**src/rtl/ray_pkg.sv**
```systemverilog
// rtl/ray_pkg.sv - shared face/axis encodings for the DDA stepper, face encoder and shading LUT
package ray_pkg;

   typedef enum logic [2:0] {
      FACE_POS_X  = 3'b000,
      FACE_NEG_X  = 3'b001,
      FACE_POS_Y  = 3'b010,
      FACE_NEG_Y  = 3'b011,
      FACE_POS_Z  = 3'b100,
      FACE_NEG_Z  = 3'b101,
      FACE_INSIDE = 3'b110,
      FACE_MISS   = 3'b111
   } face_t;

   typedef enum logic [1:0] {
      AXIS_X       = 2'd0,
      AXIS_Y       = 2'd1,
      AXIS_Z       = 2'd2,
      AXIS_ILLEGAL = 2'd3
   } axis_t;

   typedef enum logic [1:0] {
      ST_IDLE  = 2'd0,
      ST_TRACE = 2'd1,
      ST_HOLD  = 2'd2
   } enc_state_t;

endpackage

```
**src/rtl/face_from_step.sv**
```systemverilog
// rtl/face_from_step.sv - entry face of the voxel reached by one DDA step
module face_from_step
   import ray_pkg::*;
(
   input  axis_t axis_i,
   input  logic  neg_i,
   output face_t face_o
);

   // A +axis step enters the new voxel through its -axis face, and vice versa.
   assign face_o = face_t'({axis_i, ~neg_i});

endmodule

```
**src/rtl/hit_face_encoder.sv**
```systemverilog
// rtl/hit_face_encoder.sv - tracks DDA step events per ray and emits the hit face_id
// Optional HIT_DEPTH_EN adds res_steps (accepted step count, including the terminating step).
module hit_face_encoder
   import ray_pkg::*;
#(
   parameter  int MAX_STEPS = 64,
   localparam int CNT_W     = $clog2(MAX_STEPS + 1)
) (
   input  logic             clk,
   input  logic             rst,
   input  logic             ray_valid,
   output logic             ray_ready,
   input  logic             ray_start_solid,
   input  logic             step_valid,
   output logic             step_ready,
   input  logic [1:0]       step_axis,
   input  logic             step_neg,
   input  logic             step_solid,
   input  logic             step_oob,
   output logic             res_valid,
   input  logic             res_ready,
   output logic [2:0]       res_face,
`ifdef HIT_DEPTH_EN
   output logic [CNT_W-1:0] res_steps,
`endif
   output logic             res_hit
);

   localparam logic [CNT_W-1:0] STEP_LIMIT = CNT_W'(MAX_STEPS);

   enc_state_t       state_q;
   logic             ray_ready_q;
   logic             step_ready_q;
   logic             res_valid_q;
   face_t            res_face_q;
   logic             res_hit_q;
   logic [CNT_W-1:0] step_cnt_q;
   logic [CNT_W-1:0] step_cnt_d;
`ifdef HIT_DEPTH_EN
   logic [CNT_W-1:0] res_steps_q;
`endif

   face_t step_face;
   logic  step_fire;
   logic  step_bad;
   logic  step_timeout;

   face_from_step u_face_from_step (
      .axis_i (axis_t'(step_axis)),
      .neg_i  (step_neg),
      .face_o (step_face)
   );

   assign step_fire    = step_valid && step_ready_q;
   assign step_cnt_d   = step_cnt_q + 1'b1;
   assign step_bad     = step_oob || (axis_t'(step_axis) == AXIS_ILLEGAL);
   assign step_timeout = (step_cnt_d == STEP_LIMIT);

   always_ff @(posedge clk) begin
      if (rst) begin
         state_q      <= ST_IDLE;
         ray_ready_q  <= 1'b1;
         step_ready_q <= 1'b0;
         res_valid_q  <= 1'b0;
         res_face_q   <= FACE_MISS;
         res_hit_q    <= 1'b0;
         step_cnt_q   <= '0;
`ifdef HIT_DEPTH_EN
         res_steps_q  <= '0;
`endif
      end else begin
         case (state_q)
            ST_IDLE: begin
               if (ray_valid && ray_ready_q) begin
                  step_cnt_q  <= '0;
                  ray_ready_q <= 1'b0;
                  if (ray_start_solid) begin
                     res_face_q  <= FACE_INSIDE;
                     res_hit_q   <= 1'b0;
                     res_valid_q <= 1'b1;
`ifdef HIT_DEPTH_EN
                     res_steps_q <= '0;
`endif
                     state_q     <= ST_HOLD;
                  end else begin
                     step_ready_q <= 1'b1;
                     state_q      <= ST_TRACE;
                  end
               end
            end
            ST_TRACE: begin
               if (step_fire) begin
                  if (step_bad || step_solid || step_timeout) begin
                     // Out-of-grid / illegal axis outrank a solid voxel on the same step.
                     res_face_q   <= (step_solid && !step_bad) ? step_face : FACE_MISS;
                     res_hit_q    <= step_solid && !step_bad;
                     res_valid_q  <= 1'b1;
                     step_ready_q <= 1'b0;
`ifdef HIT_DEPTH_EN
                     res_steps_q  <= step_cnt_d;
`endif
                     state_q      <= ST_HOLD;
                  end else begin
                     step_cnt_q <= step_cnt_d;
                  end
               end
            end
            ST_HOLD: begin
               if (res_ready) begin
                  res_valid_q <= 1'b0;
                  ray_ready_q <= 1'b1;
                  state_q     <= ST_IDLE;
               end
            end
            default: begin
               state_q      <= ST_IDLE;
               ray_ready_q  <= 1'b1;
               step_ready_q <= 1'b0;
               res_valid_q  <= 1'b0;
            end
         endcase
      end
   end

   assign ray_ready  = ray_ready_q;
   assign step_ready = step_ready_q;
   assign res_valid  = res_valid_q;
   assign res_face   = res_face_q;
   assign res_hit    = res_hit_q;
`ifdef HIT_DEPTH_EN
   assign res_steps  = res_steps_q;
`endif

endmodule
```
**config.mk**
```make
export PLATFORM = sky130hd
export DESIGN_NAME = hit_face_encoder
export DESIGN_NICKNAME = d
export VERILOG_FILES = /design/src/rtl/ray_pkg.sv /design/src/rtl/face_from_step.sv /design/src/rtl/hit_face_encoder.sv
export SDC_FILE = /design/constraint.sdc
export NUM_CORES = 1
export LEC_CHECK = 0
export ABC_AREA = 1
export BUFFER_PORTS_ARGS = -buffer_cell sky130_fd_sc_hd__clkbuf_2
export CORE_UTILIZATION = 45
export CTS_CLUSTER_DIAMETER = 80
export CTS_CLUSTER_SIZE = 10
export DETAILED_ROUTE_END_ITERATION = 8
export PLACE_DENSITY_LB_ADDON = 0.12
export SYNTH_ARGS = -nofsm -noshare
export SYNTH_HDL_FRONTEND = slang
export SYNTH_SLANG_ARGS = --single-unit
```
**constraint.sdc**
```tcl
create_clock -name clk -period 1.9 [get_ports clk]
set_input_delay 0.19 -clock clk [delete_from_list [all_inputs] [get_ports clk]]
set_output_delay 0.19 -clock clk [all_outputs]
set_load 0.03 [all_outputs]
```
Word level (Yosys, flattened, before mapping)
Cells that the tools add are included.

storage, ports and cells
  bits in registers = 16
  output and inout bits = 7
  logic and storage cells = 72

operators by class
  $add $sub $neg = 1
  eq/ne operators = 11
  muxes and demuxes = 35
  bitwise logic cells = 3
  reduce and logical (&&, ||, !) cells = 15

operators by type and width
  cell                   count
  $mux W7                3
  $mux W1                15
  $mux W3                5
  $reduce_and A5 Y1      3
  $ne A2 B2 Y1 const B   7
  $pmux W7 S2            1
  $mux W2                5
  $pmux W1 S3            3
  $reduce_and A4 Y1      2
  $add A7 B1 Y7 const B  1
  $eq A7 B7 Y1 const B   1
  $pmux W2 S3            1
  $pmux W3 S2            1
  $eq A2 B2 Y1 const B   2
  $logic_and A1 B1 Y1    3
  $logic_or A1 B1 Y1     3
  $not A1 Y1             3
  $reduce_and A3 Y1      1
  $eq A2 B1 Y1 const B   1
  $logic_not A2 Y1       1
  $pmux W1 S2            1
  $reduce_bool A2 Y1     1
  $logic_not A1 Y1       1

Depth between registers and ports, before layout
  depth after elaboration = 8
  depth in mapped cells = 13

Cells and area by module
Synthesis repeated with hierarchy kept, for this count alone.

second synthesis, totals
  cell total of the unflattened synthesis = 151
  area, all modules = 1018.5 um2

by module, submodules not included
  module            instances  cells each  area an instance (um2)
  hit_face_encoder  1          148         999.7
  face_from_step    1          3           18.8

Worst setup path after synthesis
OpenSTA, ideal clock, no wires.

  path kind = reg-to-reg
  start = reg step_cnt_q[0]
  end = reg step_cnt_q[1]
  data arrival time = 1418 ps
  required time = 1830 ps
  path slack = 412 ps
  cell stages (with the launch flop) = 13
  clock period less this slack = 1488 ps
  cells stage by stage = dfxtp_1 ha_1 nand2_1 inv_1 nand3b_1 nand3_1 nor2_1 nand2_1 nand3_2 buf_6 inv_1 nand2_1 a21oi_1

between the ends
  word-level cells in the longest chain between the ends = 5
  elaborated cells on any way between the ends = 8
  those cells by class = 1 x add/sub; 2 x eq/ne; 3 x mux; 2 x reduce/logical

RTL lines
  element                             line                     RTL
  start, declared                     hit_face_encoder.sv:37   logic [CNT_W-1:0] step_cnt_q;
  start signal, assigned              hit_face_encoder.sv:104  step_cnt_q <= step_cnt_d;
  $add A7 B1 Y7 *                     hit_face_encoder.sv:55   assign step_cnt_d = step_cnt_q + 1'b1;
  $eq A7 B7 Y1                        hit_face_encoder.sv:57   assign step_timeout = (step_cnt_d == STEP_LIMIT);
  $logic_or A1 B1 Y1                  hit_face_encoder.sv:93   if (step_bad || step_solid || step_timeout) begin
  $ne A2 B2 Y1 (no source line)       n/a
  $reduce_and A4 Y1 (no source line)  n/a

Every way passes the cells marked *; elsewhere a longest branch is shown, timed or not. The select of a mux whose other input is x is not followed.
A chain may end at the register's enable or synchronous reset.

Worst setup path after layout
  start = reg step_cnt_q[0]
  end = reg step_cnt_q[6]

Same word-level chain as after synthesis.

==> results.json <==
{
  "numPlacedInstances": 188,
  "synthCells": 145,
  "slew_violations": 0,
  "wire_per_inst_um": 10.1,
  "p_leak_nw": 0.504,
  "reg2reg_setup_slack_ns": 0.20,
  "ir_drop_uv": 743,
  "grtUsageMet2": 0.341,
  "final_cells": 191,
  "vias_per_cell": 4.94,
  "final-hold-violation-count": 0,
  "synth-compound-area-share": 0.114,
  "synth_area_um2": 963,
  "cp.arrival_ns": 1.91,
  "status": "finished clean",
  "post-route-period-util": 0.895,
  "cp-end-kind": "flip-flop",
  "post-cts-setup-buffers": 0,
  "r2r_start": "step_cnt_q[0]",
  "dr.pass1.iters": 4,
  "via_count": 943,
  "gp_congestion": 0.818,
  "slew_headroom": 0.775,
  "worstSetupStartpointType": "flip-flop",
  "grt_pass1_vias": 826,
  "drv_cap": 0,
  "dp_hpwl_um": 1560,
  "synth_top_family_by_area": "simple AND/OR/NAND/NOR gates",
  "die_w_um": 48.3,
  "clk_pin_slew_ns": 0.09,
  "initial_core_util": 0.486,
  "power_density_nw_per_um2": 1160,
  "clock_latency_ns": 0.27,
  "hold_class": "in2reg",
  "startpoint": "step_cnt_q[0]",
  "layout_min_cycle_time_ns": 1.70,
  "multiInputGateArea_um2": 549,
  "grt_pass1_wl_um": 3200,
  "ys_warn_count": 0,
  "dpl_cell_area_um2": 1070,
  "synth_xor_area_frac": 0.0182,
  "final_util": 0.556,
  "cts-resized-gates": 0,
  "seq_area_frac_synth": 0.332,
  "cp-endpoint": "step_cnt_q[6]",
  "fmax_ghz": 0.588,
  "path_max_fanout": 7,
  "syn_avg_cell_area_um2": 6.64,
  "whs_ns": 0.188,
  "setup_viol": 0,
  "synth_seq_cells": 16,
  "register_area_um2": 320,
  "postCtsHoldBufs": 0,
  "antenna_cells": 0,
  "r2r_cells": 12,
  "synth_fp_nets": 157,
  "root_buffer": "clkbuf_4",
  "cts_htree_levels": 1,
  "rows": 16,
  "use_met3": 0.0444,
  "muxShareOfSynthArea": 0,
  "cts_buffer_depth": 2,
  "ios": 18,
  "cp.required_ns": 2.11,
  "route.detailed.drc": 0,
  "totalWireLength_um": 1930,
  "rr_endpoint": "step_cnt_q[6]",
  "core_um2": 1980,
  "grt.total_usage": 0.196,
  "pre_cts_ws_ns": 0.189,
  "worstMarginPinSlew_ns": 0.334,
  "clock-sinks": 16,
  "antenna_found_initial": 0,
  "port_buffers": 17,
  "antenna_left": 0,
  "nNetsFinal": 178,
  "die_y_um": 48.3,
  "clock_skew_ns": 0.00505,
  "syn2layout_area_growth_pct": 14.3,
  "cts_tree": "built",
  "grt_max_degree": 12,
  "yosys.area_share.simple": 0.417,
  "gr-usage-met1": 0.235,
  "ys_types": 22,
  "critPathKind": "reg2reg",
  "fillCellCount": 200,
  "grt_remaining_overflow": 0,
  "grt_most_used_layer": "met2",
  "drtIter0Drc": 15,
  "cts_inserted_buffers": 3,
  "setup_ws_ns": 0.200,
  "synth_adder_area_share": 0.0130,
  "drive_gt1_frac": 0.195,
  "dieArea_um2": 2330,
  "final_cell_area_um2": 1100
}
## cell usage after synthesis
cell type   n  area (µm²)
o21ai_0     4        20.0
nand3_2     4        40.0
dfxtp_1    16         320
a31oi_1     1        6.26
o21ai_2     1        8.76
o21bai_1    2        15.0
nand2_1    33         124
nor2_1     16        60.1
nand2_2     1        6.26
nor2_2      2        12.5
nand3b_1    1        7.51
a21oi_1    11        55.1
ha_1        1        12.5
nand4_1     5        31.3
nor3_1      1        5.00
nand3_1    14        70.1
xnor2_1     2        17.5
nand2_4     2        22.5
buf_6       1        11.3
inv_1      24        90.1
nor2_4      2        22.5
o21ai_1     1        5.00
## routing by layer
metal	up-vias	wire length (µm)	part of all wire
li1	507	-	-
met2	12	965	0.50
met4	0	12	0.0062
met5	-	0	0
met3	2	59	0.031
met1	422	892	0.46
## worst min-delay path by stage
stage                     startpoint       endpoint  slack (ns)  depth (start not counted)
after floorplan                  rst  step_cnt_q[1]        0.26                          1
after global placement     res_valid      res_valid        0.44                          2
after detailed placement   res_valid      res_valid        0.45                          2
after CTS                        rst  step_cnt_q[3]        0.17                          2
after global routing             rst  step_cnt_q[1]        0.19                          2
final                            rst  step_cnt_q[3]        0.19                          2
## power breakdown
| part | internal (mW) | switching, mW |
|---|---|---|
| logic | 0.197 | 0.459 |
| clock network | 0.0733 | 0.0979 |
| registers | 0.398 | 0.0500 |
## sequential cells by signal (all words and copies together) (netlist names)
register	count
res_hit	1
ray_ready	1
step_ready	1
res_face	3
state_q	2
step_cnt_q	7
res_valid	1
## placed cells by master (no fill, tap or decap), drive strengths merged
cell    synthesis  routed
nand3          18      18
clkbuf          0      20
o21ai           6       6
a21oi          11      11
xnor2           2       2
nand4           5       5
ha              1       1
inv            24      24
dfxtp          16      16
nand3b          1       1
nor3            1       1
nor2           20      20
nand2          36      36
o21bai          2       2
a31oi           1       1
## cell families after synthesis
kind of cell | Yosys count
xor gates and xnor gates | 2
adders and majority gates | 1
DFF | 16
buffers and inverters | 25
and+or+nand+nor | 81
AOI/OAI and AO/OA | 20
## through the flow
step,TNS [ns],power (mW)
floorplan,0,0.968
global route,-0.00329,1.39
detailed placement,0,1.12
finish,0,1.28
global placement,0,1.10
CTS,0,1.29
## worst max-delay path, cell delays in order (launching register included)
cell	delay, ns
dfxtp_1	0.34
ha_1	0.25
nand2_1	0.10
inv_1	0.06
nand3b_1	0.09
nand3_1	0.07
nor2_1	0.10
nand2_1	0.11
nand2_1	0.09
nand2_2	0.10
nand2_4	0.12
nand2_1	0.07
a21oi_1	0.12
## layout make-up
class                      instances  share of cell area
multi-input combinational        104               0.499
tap                               27              0.0307
sequential                        16               0.291
timing repair buffer              17              0.0773
clock buffer                       3              0.0205
inverter                          24              0.0818
No activity file was read; power rests on OpenSTA's default activity.
